$ cat config.mk
export PLATFORM = sky130hd
export DESIGN_NAME = inst_loader_flat
export DESIGN_NICKNAME = d
export VERILOG_FILES = /design/src/rtl/loader_pkg.sv /design/src/rtl/inst_loader_if.sv /design/src/rtl/btn_debounce.sv /design/src/rtl/inst_loader.sv /design/src/flat_wrapper.sv
export SDC_FILE = /design/constraint.sdc
export NUM_CORES = 1
export LEC_CHECK = 0
export CORE_UTILIZATION = 57
export DETAILED_ROUTE_END_ITERATION = 8
export GPL_TIMING_DRIVEN = 0
export PLACE_DENSITY_LB_ADDON = 0.3
export SLEW_MARGIN = 20
export SYNTH_ARGS = -nofsm -noshare
export SYNTH_HDL_FRONTEND = slang
export SYNTH_SLANG_ARGS = --single-unit
$ cat constraint.sdc
create_clock -name clk -period 3.9 [get_ports clk]
set_clock_uncertainty 0.1 [all_clocks]
set_input_delay 0.78 -clock clk [delete_from_list [all_inputs] [get_ports clk]]
set_output_delay 0.78 -clock clk [all_outputs]
set_load 0.03 [all_outputs]
$ cat src/rtl/loader_pkg.sv
// Shared types and defaults for the switch-driven instruction loader.
// Holds the loader FSM state type and the default word/address geometry.
package loader_pkg;

  localparam int INST_WIDTH_DEF = 16;
  localparam int ADDR_WIDTH_DEF = 8;
  localparam logic [15:0] END_WORD_DEF = 16'hFFFF;

  typedef enum logic [2:0] {
    IDLE,
    WAIT_HI,
    WAIT_LO,
    WRITE,
    DONE
  } loader_state_e;

endpackage

$ cat src/rtl/inst_loader_if.sv
// Instruction memory write port shared between the loader and Inst_Mem.
// The master drives the write strobe, address and data; the memory is the slave.
interface inst_loader_if #(
  parameter int ADDR_WIDTH = 8,
  parameter int INST_WIDTH = 16
);

  logic                  wr_en;
  logic [ADDR_WIDTH-1:0] wr_addr;
  logic [INST_WIDTH-1:0] wr_data;

  modport master (output wr_en, output wr_addr, output wr_data);
  modport slave  (input  wr_en, input  wr_addr, input  wr_data);

endinterface

$ cat src/rtl/btn_debounce.sv
// Pushbutton conditioner: 2-flop synchronizer, run-length debounce, rising-edge pulse.
// pulse_out is a registered one-cycle strobe when the debounced level goes 0 -> 1.
module btn_debounce #(
  parameter int DEBOUNCE_CYCLES = 250000
) (
  input  logic clk,
  input  logic reset,
  input  logic btn_in,
  output logic pulse_out
);

  localparam int CNT_W = (DEBOUNCE_CYCLES > 1) ? $clog2(DEBOUNCE_CYCLES) : 1;
  localparam logic [CNT_W-1:0] LAST_RUN = CNT_W'(DEBOUNCE_CYCLES - 1);

  logic [1:0]       syncQ;
  logic             stableLvl;
  logic [CNT_W-1:0] runCnt;

  // runCnt counts consecutive synchronized samples that disagree with the
  // accepted level; any agreeing sample restarts the run.
  always_ff @(posedge clk or negedge reset) begin
    if (!reset) begin
      syncQ     <= '0;
      stableLvl <= 1'b0;
      runCnt    <= '0;
      pulse_out <= 1'b0;
    end else begin
      // NOTE: non-blocking assignments keep every flop sampling pre-edge values,
      // which is what makes the synchronizer chain an actual two-stage shift.
      syncQ     <= {syncQ[0], btn_in};
      pulse_out <= 1'b0;
      if (syncQ[1] == stableLvl) begin
        runCnt <= '0;
      end else if (runCnt == LAST_RUN) begin
        runCnt    <= '0;
        stableLvl <= syncQ[1];
        pulse_out <= syncQ[1];
      end else begin
        runCnt <= runCnt + CNT_W'(1);
      end
    end
  end

endmodule

$ cat src/rtl/inst_loader.sv
// Loads instruction words byte-by-byte from switches into Inst_Mem, holding the
// processor in reset while a load is in progress.
module inst_loader
  import loader_pkg::*;
#(
  parameter int INST_WIDTH      = INST_WIDTH_DEF,
  parameter int SWITCH_WIDTH    = 8,
  parameter int ADDR_WIDTH      = ADDR_WIDTH_DEF,
  parameter int DEBOUNCE_CYCLES = 250000,
  parameter logic [INST_WIDTH-1:0] END_WORD = INST_WIDTH'(END_WORD_DEF)
) (
  input  logic                    clk,
  input  logic                    reset,
  input  logic                    load_en,
  input  logic                    byte_btn,
  input  logic [SWITCH_WIDTH-1:0] sw,
  input  logic                    cpu_rst_req,
  inst_loader_if.master           mem,
  output logic                    cpu_hold,
  output logic                    cpu_rst,
  output logic [ADDR_WIDTH:0]     word_count,
  output logic                    done
);

  localparam logic [ADDR_WIDTH:0] FULL_COUNT = {1'b1, {ADDR_WIDTH{1'b0}}};

  logic [1:0]              rstSync;
  logic                    rstInt;
  logic                    byteStrobe;
  loader_state_e           state;
  logic [SWITCH_WIDTH-1:0] hiByte;
  logic [INST_WIDTH-1:0]   asmWord;
  logic                    endSeen;

  // NOTE: assertion reaches every flop asynchronously, but release is re-timed
  // through two flops so no state leaves reset on a partial clock edge.
  always_ff @(posedge clk or negedge reset) begin
    if (!reset) rstSync <= '0;
    else        rstSync <= {rstSync[0], 1'b1};
  end
  assign rstInt = rstSync[1];

  btn_debounce #(
    .DEBOUNCE_CYCLES(DEBOUNCE_CYCLES)
  ) u_btn_debounce (
    .clk      (clk),
    .reset    (rstInt),
    .btn_in   (byte_btn),
    .pulse_out(byteStrobe)
  );

  assign asmWord = INST_WIDTH'({hiByte, sw});

  // Outputs are registered alongside the state so wr_en, cpu_hold and done
  // change only on clock edges and never glitch.
  always_ff @(posedge clk or negedge rstInt) begin
    if (!rstInt) begin
      state       <= IDLE;
      mem.wr_en   <= 1'b0;
      mem.wr_addr <= '0;
      mem.wr_data <= '0;
      cpu_hold    <= 1'b0;
      word_count  <= '0;
      done        <= 1'b0;
      hiByte      <= '0;
      endSeen     <= 1'b0;
    end else begin
      mem.wr_en <= 1'b0;
      unique case (state)
        IDLE: begin
          if (load_en) begin
            state      <= WAIT_HI;
            word_count <= '0;
            cpu_hold   <= 1'b1;
          end
        end
        WAIT_HI: begin
          if (!load_en) begin
            state    <= IDLE;
            cpu_hold <= 1'b0;
          end else if (byteStrobe) begin
            hiByte <= sw;
            state  <= WAIT_LO;
          end
        end
        WAIT_LO: begin
          if (!load_en) begin
            state    <= IDLE;
            cpu_hold <= 1'b0;
          end else if (byteStrobe) begin
            // The write strobe is staged here so it is high during WRITE,
            // exactly one cycle after the low-byte strobe.
            state   <= WRITE;
            endSeen <= (asmWord == END_WORD);
            if (asmWord != END_WORD) begin
              mem.wr_en   <= 1'b1;
              mem.wr_addr <= word_count[ADDR_WIDTH-1:0];
              mem.wr_data <= asmWord;
              word_count  <= word_count + (ADDR_WIDTH + 1)'(1);
            end
          end
        end
        WRITE: begin
          if (!load_en) begin
            state    <= IDLE;
            cpu_hold <= 1'b0;
          end else if (endSeen || word_count == FULL_COUNT) begin
            state    <= DONE;
            cpu_hold <= 1'b0;
            done     <= 1'b1;
          end else begin
            state <= WAIT_HI;
          end
        end
        DONE: begin
          if (!load_en) begin
            state <= IDLE;
            done  <= 1'b0;
          end
        end
        default: begin
          state    <= IDLE;
          cpu_hold <= 1'b0;
          done     <= 1'b0;
        end
      endcase
    end
  end

  assign cpu_rst = cpu_rst_req | cpu_hold;

endmodule
$ cat src/flat_wrapper.sv
// flat-port wrapper written by rule: the top's interface ports become plain ports
module inst_loader_flat import loader_pkg::*;
#(
  parameter int INST_WIDTH      = INST_WIDTH_DEF,
  parameter int SWITCH_WIDTH    = 8,
  parameter int ADDR_WIDTH      = ADDR_WIDTH_DEF,
  parameter int DEBOUNCE_CYCLES = 250000,
  parameter logic [INST_WIDTH-1:0] END_WORD = INST_WIDTH'(END_WORD_DEF)
)
  (clk, reset, load_en, byte_btn, sw, cpu_rst_req, cpu_hold, cpu_rst, word_count, done, mem_wr_en, mem_wr_addr, mem_wr_data);
  inst_loader_if #(.ADDR_WIDTH(ADDR_WIDTH), .INST_WIDTH(INST_WIDTH)) mem_i ();
  input  logic clk;
  input  logic reset;
  input  logic load_en;
  input  logic byte_btn;
  input  logic [SWITCH_WIDTH-1:0] sw;
  input  logic cpu_rst_req;
  output logic cpu_hold;
  output logic cpu_rst;
  output logic [ADDR_WIDTH:0] word_count;
  output logic done;
  output wire logic [$bits(mem_i.wr_en)-1:0] mem_wr_en;
  output wire logic [$bits(mem_i.wr_addr)-1:0] mem_wr_addr;
  output wire logic [$bits(mem_i.wr_data)-1:0] mem_wr_data;
  assign mem_wr_en = mem_i.wr_en;
  assign mem_wr_addr = mem_i.wr_addr;
  assign mem_wr_data = mem_i.wr_data;
  inst_loader #(.INST_WIDTH(INST_WIDTH), .SWITCH_WIDTH(SWITCH_WIDTH), .ADDR_WIDTH(ADDR_WIDTH), .DEBOUNCE_CYCLES(DEBOUNCE_CYCLES), .END_WORD(END_WORD)) u_core (.clk(clk), .reset(reset), .load_en(load_en), .byte_btn(byte_btn), .sw(sw), .cpu_rst_req(cpu_rst_req), .mem(mem_i), .cpu_hold(cpu_hold), .cpu_rst(cpu_rst), .word_count(word_count), .done(done));
endmodule
==> results by group, run 1 <==
Outcome
  • Status: completed

Floorplan
  • Die Area: roughly 0.0060 mm2
  • Initial Utilization: 0.591
  • I/O pin count: 50
  • Die Span X: slightly below 80 um
  • Die H: roughly 77 um
  • Core area: around 0.0055 mm2
  • Row Count: 27

Logic synthesis
  • Count of cell types in the netlist: 49
  • Top cell type's share of synthesized area: 0.557
  • Synth Area in Compound Gates: 0.0569
  • Syn_nets: approximately 290
  • Ys flop type: dfrtp_1
  • Fraction of the mapped netlist area in adder cells: 0.0147
  • Synthesis Warnings: 0
  • Largest family of logic cells by synthesized area: simple AND/OR/NAND/NOR gates
  • Simple-gate share of the synthesized area: 0.183
  • Post-synthesis register bit count: about 70
  • Mapped Cells: approximately 270
  • Asr flop ratio synth: 1.00
  • Syn_area_per_cell: 11.9 um2
  • Xor/xnor cell area share of the yosys netlist: 0.0406
  • Post-synth EDFFs: 0
  • Top post-synthesis cells by count: 72 x dfrtp_1, 31 x mux2_2, 24 x nor2_1
  • Synth top area cells: dfrtp_1 56%, mux2_2 11%, xnor2_1 3.5%
  • Post-synthesis mux area share: 0.125
  • Sequential area share after synthesis: 0.557
  • Mapped cell area: ~0.0032 mm2
  • Count leader, synth: dfrtp_1
  • Post-synth top area cell: dfrtp_1

Power and ir drop
  • Combinational share of power: 0.043
  • Leakage: roughly 1.7 nW
  • VDD IR max: 286 uV
  • Sequential share of power: 0.570
  • Switching share of total power: 0.238
  • Clock power frac: 0.387
  • Internal: approximately 1.0 mW
  • Pwr Density: approximately 340 mW/mm2
  • NetSw: around 0.32 mW

Routing
  • DRC: 0
  • DR iter-0 viols: roughly 150
  • Top Metal Used: met4
  • Routed WL: between 6 and 7 mm
  • Post-DRT Antenna Nets: 0
  • Via Count: around 2.4k
  • Wire per inst: roughly 17 um
  • Met3 wire length: ~320 um
  • Routed wl met2: approximately 3.4 mm
  • Met1 Wirelength: between 2 and 3 mm
  • DRT Pass-1 Iters: 5
  • Vias per cell: a little under 6

Clock tree
  • CTS tree: done
  • Clock tree buffer depth: 2
  • Post-CTS Setup Bufs: 0
  • Post-CTS Resized: 0
  • Later-pin clock latency in the skew report: around 0.34 ns
  • H-tree depth: 3
  • Hold-fix buffer count after cts: 0
  • Clk slew on worst S/H paths: approximately 0.08 ns
  • Sink Count: between 70 and 80
  • Total CTS buffers: 9
  • CTS root buf: clkbuf_8

Timing
  • Hold WS: between 0.15 and 0.2 ns
  • Fin. Hold Viols: 0
  • Total Negative Setup Slacks: 0 ns
  • Min Tclk post-route: ~2.9 ns
  • Final period util: 0.747
  • Least-Margin Pin Slew: roughly 0.76 ns
  • RSZ-0062 raised after global routing: no
  • Fmax: ~0.34 GHz
  • Max-slew headroom: 0.493
  • Max-slew violations: 0
  • Final setup fails: 0

Global route
  • Grt total ovfl: 0
  • Initial antenna violation count: 0
  • Vias in the first global route: approximately 2.4k
  • First-pass GRT wire length: around 12 mm
  • GRT Total Usage: 0.258
  • Largest net degree at the start of global routing: 41

Flow run
  • Max-cap viol count: 0

Placement
  • IO buf count: 49
  • Final GP Congestion: 0.868
  • Post-DP HPWL: around 4.7 mm

Critical path
  • Worst endpoint required time: 3.02 ns
  • CP endpoint kind: output port
  • Critical Path, Cell by Cell: clkdlybuf4s50_1 -> or2_2 -> clkdlybuf4s50_1
  • Critical path class: in2out
  • Most frequent CP cell: clkdlybuf4s50_1
  • Startpoint Class: input port
  • Worst EP arrival: 2.03 ns
  • CP max stage delay: 0.59 ns
  • CP Max Fanout: 1
  • CP max-delay cell: clkdlybuf4s50_1

Worst hold path
  • Class of the worst hold path: reg2async

Cells and area
  • Fill cells: 405
  • # nets final: ~350
  • Layout cells sized above 1: 0.183
  • Area growth, synth to finish: 24.1%
  • Utilization after layout: 0.733
  • Ant. Diodes: 0
[state kept, by name, indices dropped and copies added (netlist names)]
register,count
u_core.u_btn_debounce.syncQ,2
u_core.mem.wr_en,1
u_core.rstSync,2
u_core.mem.wr_data,16
u_core.cpu_hold,1
u_core.done,1
u_core.hiByte,8
u_core.mem.wr_addr,8
u_core.word_count,9
u_core.endSeen,1
u_core.u_btn_debounce.stableLvl,1
u_core.u_btn_debounce.pulse_out,1
u_core.state,3
u_core.u_btn_debounce.runCnt,18
[path summary, 6_finish.rpt]
check                                                     from                        endpoint  slack (ns)  depth (start not counted)
worst max-delay path                               cpu_rst_req                         cpu_rst        0.99                          3
worst min-delay path                         u_core.rstSync[1]           u_core.mem.wr_data[0]        0.17                          0
worst max register to register                 u_core.state[0]           u_core.mem.wr_data[6]        1.56                          6
worst min register to register               u_core.rstSync[1]           u_core.mem.wr_data[0]        0.17                          0
max in group asynchronous                    u_core.rstSync[1]                 u_core.cpu_hold        2.98                          1
min in group clk                u_core.u_btn_debounce.syncQ[0]  u_core.u_btn_debounce.syncQ[1]        0.25                          0
[routing by layer]
layer  up-vias  global-route usage
met5         -                   0
met4         0               0.117
met3        12              0.0607
met2        80               0.408
met1      1192               0.337
li1       1103                   -
[per-stage QoR]
step	power [mW]	worst slack (ns)	cells	area, um2
floorplan	0.811	1.63	272	3230
global placement	0.838	0.675	393	3810
detailed placement	0.843	0.638	394	3840
CTS	1.36	0.988	410	4010
global route	1.40	0.891	410	4010
finish	1.35	0.987	410	4010
[cells in the final DEF (no fill, tap or decap), types with 3 or more instances in the layout]
| cell type | instances |
|---|---|
| dfrtp_1 | 71 |
| clkdlybuf4s50_1 | 49 |
| mux2_2 | 31 |
| nor2_1 | 24 |
| xnor2_1 | 13 |
| nand4_1 | 11 |
| nand2_1 | 11 |
| clkbuf_8 | 10 |
| nand3_1 | 9 |
| a21oi_1 | 9 |
| inv_1 | 7 |
| nor4_1 | 7 |
| nand2b_1 | 5 |
| or3_1 | 5 |
| o21ai_0 | 5 |
| or4_1 | 4 |
| nor3_1 | 4 |
| nor4b_1 | 3 |
| buf_2 | 3 |
| o31ai_1 | 3 |
| clkbuf_1 | 3 |
| mux2_1 | 3 |
| ha_1 | 3 |
| clkinvlp_4 | 3 |
[power groups by stage]
stage	Sequential (mW)	Clock, mW	Combinational [mW]
2_1_floorplan	0.789	0	0.0217
3_3_place_gp	0.792	0	0.0462
3_5_place_dp	0.786	0	0.0578
4_1_cts	0.771	0.531	0.0584
5_1_grt	0.773	0.565	0.0638
6_report	0.771	0.523	0.0578
[layout make-up]
cell class	count	area [um2]	area share
plain buffers	7	45.0	0.0112
repair buffers	50	510	0.127
inverters	7	26.3	0.00655
multi-input cells	186	1360	0.339
clock buffers	11	141	0.0352
clock inverters	5	32.5	0.00811
well taps	72	90.1	0.0225
flip-flops and latches	72	1810	0.450
[kinds of logic (layout without fill, tap and decap cells)]
kind of cell,after synthesis,after routing
simple gates,103,103
flops,72,72
mux,36,36
compound gates,27,27
xor+xnor,15,15
buf+inv,14,80
fa+ha+maj,4,4
other cells,1,1
[worst max-delay path: cells and delay by family]
family	cells	cell delay [ns]
buffers and inverters	2	0.99
and+or+nand+nor	1	0.27
(Power assumes the default switching activity.)
==> run 2: changes to the inputs <==
--- a/config.mk
+++ b/config.mk
@@ -5,7 +5,7 @@
 export SDC_FILE = /design/constraint.sdc
 export NUM_CORES = 1
 export LEC_CHECK = 0
-export CORE_UTILIZATION = 57
+export CORE_UTILIZATION = 48
 export DETAILED_ROUTE_END_ITERATION = 8
 export GPL_TIMING_DRIVEN = 0
 export PLACE_DENSITY_LB_ADDON = 0.3
==> constraint.sdc (replaced) <==
create_clock -name clk -period 2.61 [get_ports clk]
set_clock_uncertainty 0.1 [all_clocks]
set_input_delay 0.522 -clock clk [delete_from_list [all_inputs] [get_ports clk]]
set_output_delay 0.522 -clock clk [all_outputs]
set_load 0.03 [all_outputs]
==> run 2 against run 1 <==
  * Sequential share of layout area fell by 0.58 points
  * Final area grew 1.3%
  * Global-route usage down 4.9 points
  * The run now ends with design-rule violations left
  * Cell count rose by 1.2%
  * Flip-flop and latch count did not move
  * Count of clock-buffer cells in the layout is 1 lower
==> results by group, run 2 (synthesis results as in run 1) <==
Global route
  • Grt total ovfl: 0
  • Vias in the first global route: between 2k and 2.5k
  • Largest net degree at the start of global routing: 37
  • Initial antenna violation count: 0
  • First-pass GRT wire length: roughly 11 mm
  • GRT Total Usage: 0.209

Critical path
  • CP max stage delay: around 0.56 ns
  • Worst endpoint required time: between 2 and 3 ns
  • CP Max Fanout: 10
  • Critical Path, Cell by Cell: clkdlybuf4s50_1 -> nand4_1 -> nor4_4 -> clkbuf_1 -> nor3_1 -> or3_1
  • R2R depth: 6
  • CP endpoint kind: flip-flop
  • Worst reg2reg startpoint: u_core.state[0]
  • R2R setup slack: 0.40 ns
  • Startpoint Class: input port
  • Reg-to-Reg End: u_core.mem.wr_data[11]
  • Critical path class: in2reg
  • Worst EP arrival: approximately 2.6 ns
  • CP max-delay cell: nor4_4

Power and ir drop
  • Combinational share of power: 0.040
  • Final Total Pwr: roughly 2.1 mW
  • Pwr Density: 525 mW/mm2
  • Switching share of total power: 0.231
  • Clock power frac: 0.421
  • VDD IR max: 326 uV
  • Sequential share of power: 0.540
  • Internal: around 1.6 mW
  • NetSw: around 0.49 mW
  • Leakage: between 1.5 and 2 nW

Clock tree
  • Clock tree buffer depth: 2
  • Hold-fix buffer count after cts: 0
  • CTS tree: done
  • Total CTS buffers: 9
  • Sink Count: a little over 70
  • H-tree depth: 3
  • Post-CTS Setup Bufs: 0
  • Later-pin clock latency in the skew report: between 0.3 and 0.4 ns
  • Clk slew on worst S/H paths: roughly 0.080 ns
  • CTS root buf: clkbuf_8

Outcome
  • Failing checks: design-rule violations
  • Status: complete, but fails checks

Timing
  • Min Tclk post-route: between 2 and 3 ns
  • Least-Margin Pin Slew: approximately 0.80 ns
  • RSZ-0062 raised after global routing: no
  • Final period util: 0.958
  • Fin. Hold Viols: 0
  • Final setup fails: 0
  • Max-slew violations: 0
  • Max-slew headroom: 0.462
  • Fmax: 0.400 GHz
  • Total Negative Setup Slacks: 0 ns

Floorplan
  • I/O pin count: 50
  • Core area: between 0.006 and 0.007 mm2
  • Initial Utilization: 0.503
  • Die Area: approximately 0.0071 mm2
  • Die H: 84.1 um
  • Die Span X: about 84 um
  • Row Count: 29

Placement
  • Post-DP HPWL: around 4.6 mm
  • Final GP Congestion: approximately 0.85
  • IO buf count: just under 50

Cells and area
  • # nets final: around 350
  • Ant. Diodes: 0
  • Top flop regs: u_core.u_btn_debounce.runCnt (18), u_core.mem.wr_data (16), u_core.word_count (9)
  • Area growth, synth to finish: 25.7%
  • Commonest non-fill, non-tap cell in the layout: dfrtp_1
  • Commonest non-fill, non-tap cells in the layout: 71 x dfrtp_1, 49 x clkdlybuf4s50_1, 31 x mux2_2, 24 x nor2_1, 13 x xnor2_1
  • Largest register FFs: 18
  • Largest Register: u_core.u_btn_debounce.runCnt
  • Layout cells sized above 1: 0.186

Routing
  • Vias per cell: between 5 and 6
  • Wire per inst: between 15 and 20 um
  • Via Count: 2382
  • Routed WL: 6.56 mm
  • DR iter-0 viols: 141
  • Post-DRT Antenna Nets: 0
  • DRC: 12
  • DRT Pass-1 Iters: 7

Worst hold path
  • Class of the worst hold path: reg2async

Flow run
  • Max-cap viol count: 0
[run 2: repair_timing]
| item | 4_1_cts | 5_1_grt |
|---|---|---|
| gates resized for setup | 1 | 1 |
| hold endpoints to repair | 0 | 0 |
| setup endpoints to repair | 2 | 4 |
| cloned | 0 | 0 |
[run 2: how the worst max path moves through the flow]
stage / from / end / slack (ns) / cells after the start
4_1_cts: load_en / u_core.mem.wr_data[1] / 0.13 / 6
3_3_place_gp: u_core.rstSync[1] / u_core.mem.wr_addr[2] / -0.39 / 0
3_5_place_dp: sw[7] / u_core.mem.wr_addr[5] / -0.40 / 6
6_report: sw[7] / u_core.word_count[6] / 0.11 / 6
5_1_grt: sw[7] / u_core.word_count[6] / 0.008 / 6
2_1_floorplan: u_core.rstSync[1] / u_core.cpu_hold / 0.36 / 0
[run 2: cell type report]
class | count | area (um2)
Sequential cell | 72 | 1810
Clock inverter | 6 | 68.8
Inverter | 7 | 26.3
Tap cell | 77 | 96.3
Buffer | 7 | 45.0
Timing Repair Buffer | 50 | 510
Fill cell | 492 | 2360
Clock buffer | 10 | 138
Multi-Input combinational cell | 186 | 1370
[run 2: routing by layer]
metal  track usage  vias up  share of wire
met4        0.0909        0         0.0090
met5             0        -              0
met2         0.325       81           0.49
met3        0.0554        7          0.059
li1              -     1109              -
met1         0.275     1185           0.45
[run 2: worst max-delay path, delay by kind of cell]
| family | cells | cell delay [ns] |
|---|---|---|
| buf+inv | 2 | 0.91 |
| simple gates | 4 | 1.19 |
[run 2: power by group through the flow]
| stage | clock [mW] | sequential, mW | combinational, mW |
|---|---|---|---|
| 4_1_cts | 0.919 | 1.15 | 0.0861 |
| 5_1_grt | 0.969 | 1.16 | 0.0927 |
| 3_5_place_dp | 0 | 1.18 | 0.0854 |
| 6_report | 0.899 | 1.15 | 0.0844 |
| 2_1_floorplan | 0 | 1.18 | 0.0325 |
| 3_3_place_gp | 0 | 1.18 | 0.0694 |
[run 2: metrics by stage]
| step | util | setup slack, ns | hold WS [ns] | cells | cell area (um2) |
|---|---|---|---|---|---|
| floorplan | - | 0.356 | 0.126 | 272 | 3230 |
| global placement | 0.595 | -0.393 | 0.236 | 398 | 3820 |
| detailed placement | 0.598 | -0.400 | 0.205 | 399 | 3840 |
| CTS | 0.632 | 0.128 | 0.213 | 415 | 4060 |
| global route | 0.633 | 0.00829 | 0.213 | 415 | 4060 |
| finish | 0.633 | 0.109 | 0.192 | 415 | 4060 |
==> run 3: changes to the inputs <==
--- a/config.mk
+++ b/config.mk
@@ -5,11 +5,12 @@
 export SDC_FILE = /design/constraint.sdc
 export NUM_CORES = 1
 export LEC_CHECK = 0
-export CORE_UTILIZATION = 48
+export ABC_AREA = 1
+export CORE_UTILIZATION = 49
 export DETAILED_ROUTE_END_ITERATION = 8
 export GPL_TIMING_DRIVEN = 0
 export PLACE_DENSITY_LB_ADDON = 0.3
-export SLEW_MARGIN = 20
+export SLEW_MARGIN = 25
 export SYNTH_ARGS = -nofsm -noshare
 export SYNTH_HDL_FRONTEND = slang
 export SYNTH_SLANG_ARGS = --single-unit
==> run 3 against run 2 <==
  * The run now ends clean
  * Combinational power grew to 5.8 times the previous value
  * Sequential power grew 3%
  * Die area grew 8.0%
  * Count of clock-buffer cells in the layout up 1
==> results by group, run 3 <==
Timing
  • Fin. Hold Viols: 0
  • Final period util: 0.916
  • Fmax: roughly 0.42 GHz
  • Max-slew violations: 0
  • RSZ-0062 raised after global routing: no
  • Final setup fails: 0
  • Min Tclk post-route: 2.39 ns
  • Hold WS: slightly above 0.1 ns

Routing
  • DR iter-0 viols: 161
  • Wire per inst: between 10 and 15 um
  • Routed WL: around 7.3 mm
  • Via Count: around 3.0k
  • DRC: 0
  • DRT Pass-1 Iters: 4
  • Vias per cell: between 4 and 5
  • Post-DRT Antenna Nets: 0

Power and ir drop
  • Sequential share of power: 0.481
  • Leakage: a little over 2 nW
  • NetSw: slightly below 0.8 mW
  • Combinational share of power: 0.200
  • VDD IR max: around 340 uV
  • Switching share of total power: 0.317
  • Internal: ~1.7 mW
  • Final Total Pwr: around 2.5 mW
  • Pwr Density: ~560 mW/mm2
  • Clock power frac: 0.319

Logic synthesis
  • Top post-synthesis cells by count: 151 x nand2_1, 72 x dfrtp_1, 68 x nor2_1
  • Post-synth EDFFs: 0
  • Synth top area cells: dfrtp_1 50%, nand2_1 16%, nor2_1 7.1%
  • Post-synthesis register bit count: between 70 and 80
  • Synth Area in Compound Gates: 0.0655
  • Simple-gate share of the synthesized area: 0.322
  • Post-synth top area cell: dfrtp_1
  • Top cell type's share of synthesized area: 0.504
  • Mapped Cells: 450
  • Synthesis Warnings: 0
  • Ys flop type: dfrtp_1
  • Syn_area_per_cell: 7.94 um2
  • Count leader, synth: nand2_1
  • Count of cell types in the netlist: 33
  • Xor/xnor cell area share of the yosys netlist: 0.0245
  • Largest family of logic cells by synthesized area: simple AND/OR/NAND/NOR gates
  • Fraction of the mapped netlist area in adder cells: 0.0105
  • Sequential area share after synthesis: 0.504
  • Asr flop ratio synth: 1.00
  • Post-synthesis mux area share: 0
  • Syn_nets: 466
  • Mapped cell area: approximately 0.0036 mm2

Global route
  • Initial antenna violation count: 0
  • Grt total ovfl: 0
  • Vias in the first global route: 2773
  • First-pass GRT wire length: 12.6 mm
  • GRT Total Usage: 0.216
  • Largest net degree at the start of global routing: between 50 and 60

Clock tree
  • Post-CTS Resized: 0
  • Clk slew on worst S/H paths: around 0.08 ns
  • Total CTS buffers: 9
  • Post-CTS Setup Bufs: 0
  • Hold-fix buffer count after cts: 0
  • Clock tree buffer depth: 2
  • Later-pin clock latency in the skew report: between 0.3 and 0.4 ns
  • CTS tree: done
  • Sink Count: just over 70
  • H-tree depth: 3
  • CTS root buf: clkbuf_8

Flow run
  • Max-cap viol count: 0

Cells and area
  • Ant. Diodes: 0
  • Commonest non-fill, non-tap cell in the layout: nand2_1
  • Layout cells sized above 1: 0.109
  • # nets final: approximately 530
  • Top flop regs: u_core.u_btn_debounce.runCnt (18), u_core.mem.wr_data (16), u_core.word_count (9)
  • Largest Register: u_core.u_btn_debounce.runCnt
  • Commonest non-fill, non-tap cells in the layout: 151 x nand2_1, 71 x dfrtp_1, 68 x nor2_1, 49 x clkdlybuf4s50_1, 40 x inv_1
  • Largest register FFs: 18
  • Area growth, synth to finish: 22.8%
  • Layout Cells excl Fill: 612

Critical path
  • CP top delay family: buffers and inverters
  • CP Max Fanout: 1
  • Startpoint Class: input port
  • CP endpoint kind: output port
  • CP max-delay cell: clkdlybuf4s50_1
  • CP max stage delay: 0.59 ns
  • Critical path class: in2out
  • Worst EP arrival: around 1.8 ns
  • Critical Path, Cell by Cell: clkdlybuf4s50_1 -> or2_2 -> clkdlybuf4s50_1
  • Most frequent CP cell: clkdlybuf4s50_1
  • Worst endpoint required time: roughly 2.0 ns
  • WP buf/inv: 2

Outcome
  • Status: completed

Worst hold path
  • Class of the worst hold path: reg2async

Floorplan
  • Initial Utilization: 0.517
  • Core area: between 0.006 and 0.007 mm2
  • Die Area: ~0.0076 mm2
  • Die H: approximately 87 um
  • Row Count: 30
  • I/O pin count: 50
  • Die Span X: a little under 90 um

Placement
  • Final GP Congestion: ~0.9
  • IO buf count: 49
  • Placed Cells incl. Taps: between 500 and 600
  • Post-DP HPWL: 5.19 mm
run 3: area by class of cell:
type                       instances  area (um2)
sequential                        72        1810
inverter                          45         171
clock inverter                     5        32.5
fill                             631        2520
multi-input combinational        324        1510
buffer                             9        85.1
tap                               96         120
timing repair buffer              50         518
clock buffer                      11         141
run 3: worst paths after layout:
path / startpoint / endpoint / slack [ns] / depth (start not counted)
max: cpu_rst_req / cpu_rst / 0.22 / 3
min: u_core.rstSync[1] / u_core.state[2] / 0.10 / 0
max reg2reg: u_core.u_btn_debounce.runCnt[0] / u_core.u_btn_debounce.runCnt[12] / 0.81 / 8
min reg2reg: u_core.rstSync[1] / u_core.state[2] / 0.10 / 0
max in group asynchronous: u_core.rstSync[1] / u_core.mem.wr_addr[4] / 1.76 / 1
min in group clk: u_core.u_btn_debounce.syncQ[0] / u_core.u_btn_debounce.syncQ[1] / 0.25 / 0
run 3: worst register-to-register path, cell delays in order, from the launching register on:
cell and delay, ns:
dfrtp_1 0.43, ha_1 0.22, nand2_1 0.07, nor2_1 0.26
nand4_1 0.16, nor2_1 0.20, nor2_4 0.09, inv_2 0.11
nor2_1 0.06
run 3: cells by family (layout without fill, tap and decap cells):
kind of cell | count (synthesis) | after routing
and+or+nand+nor | 275 | 275
DFF | 72 | 72
buffers and inverters | 54 | 120
AOI/OAI and AO/OA | 35 | 35
xor gates and xnor gates | 10 | 10
adders and majority gates | 3 | 3
other | 1 | 1
run 3: power by group through the flow:
stage               combinational (mW)  sequential (mW)  clock [mW]
CTS                              0.494             1.19       0.802
finish                           0.492             1.19       0.787
floorplan                        0.324             1.23           0
global placement                 0.461             1.22           0
detailed placement               0.492             1.21           0
global route                     0.549             1.19       0.856
run 3: stage by stage:
step	utilization	worst slack (ns)	setup TNS (ns)	cell area [um2]
detailed placement	0.610	0.222	0	4210
global placement	0.606	-0.415	-28.75	4180
global route	0.635	0.200	0	4390
finish	0.635	0.221	0	4390
CTS	0.635	0.216	0	4390
floorplan	-	0.356	0	3570
run 3: metal layers:
metal / share of wire / wire length [um] / track usage
met2: 0.47 / 3420 / 0.337
met1: 0.48 / 3500 / 0.292
met3: 0.040 / 290 / 0.0493
met4: 0.012 / 89 / 0.0864
met5: 0 / 0 / 0
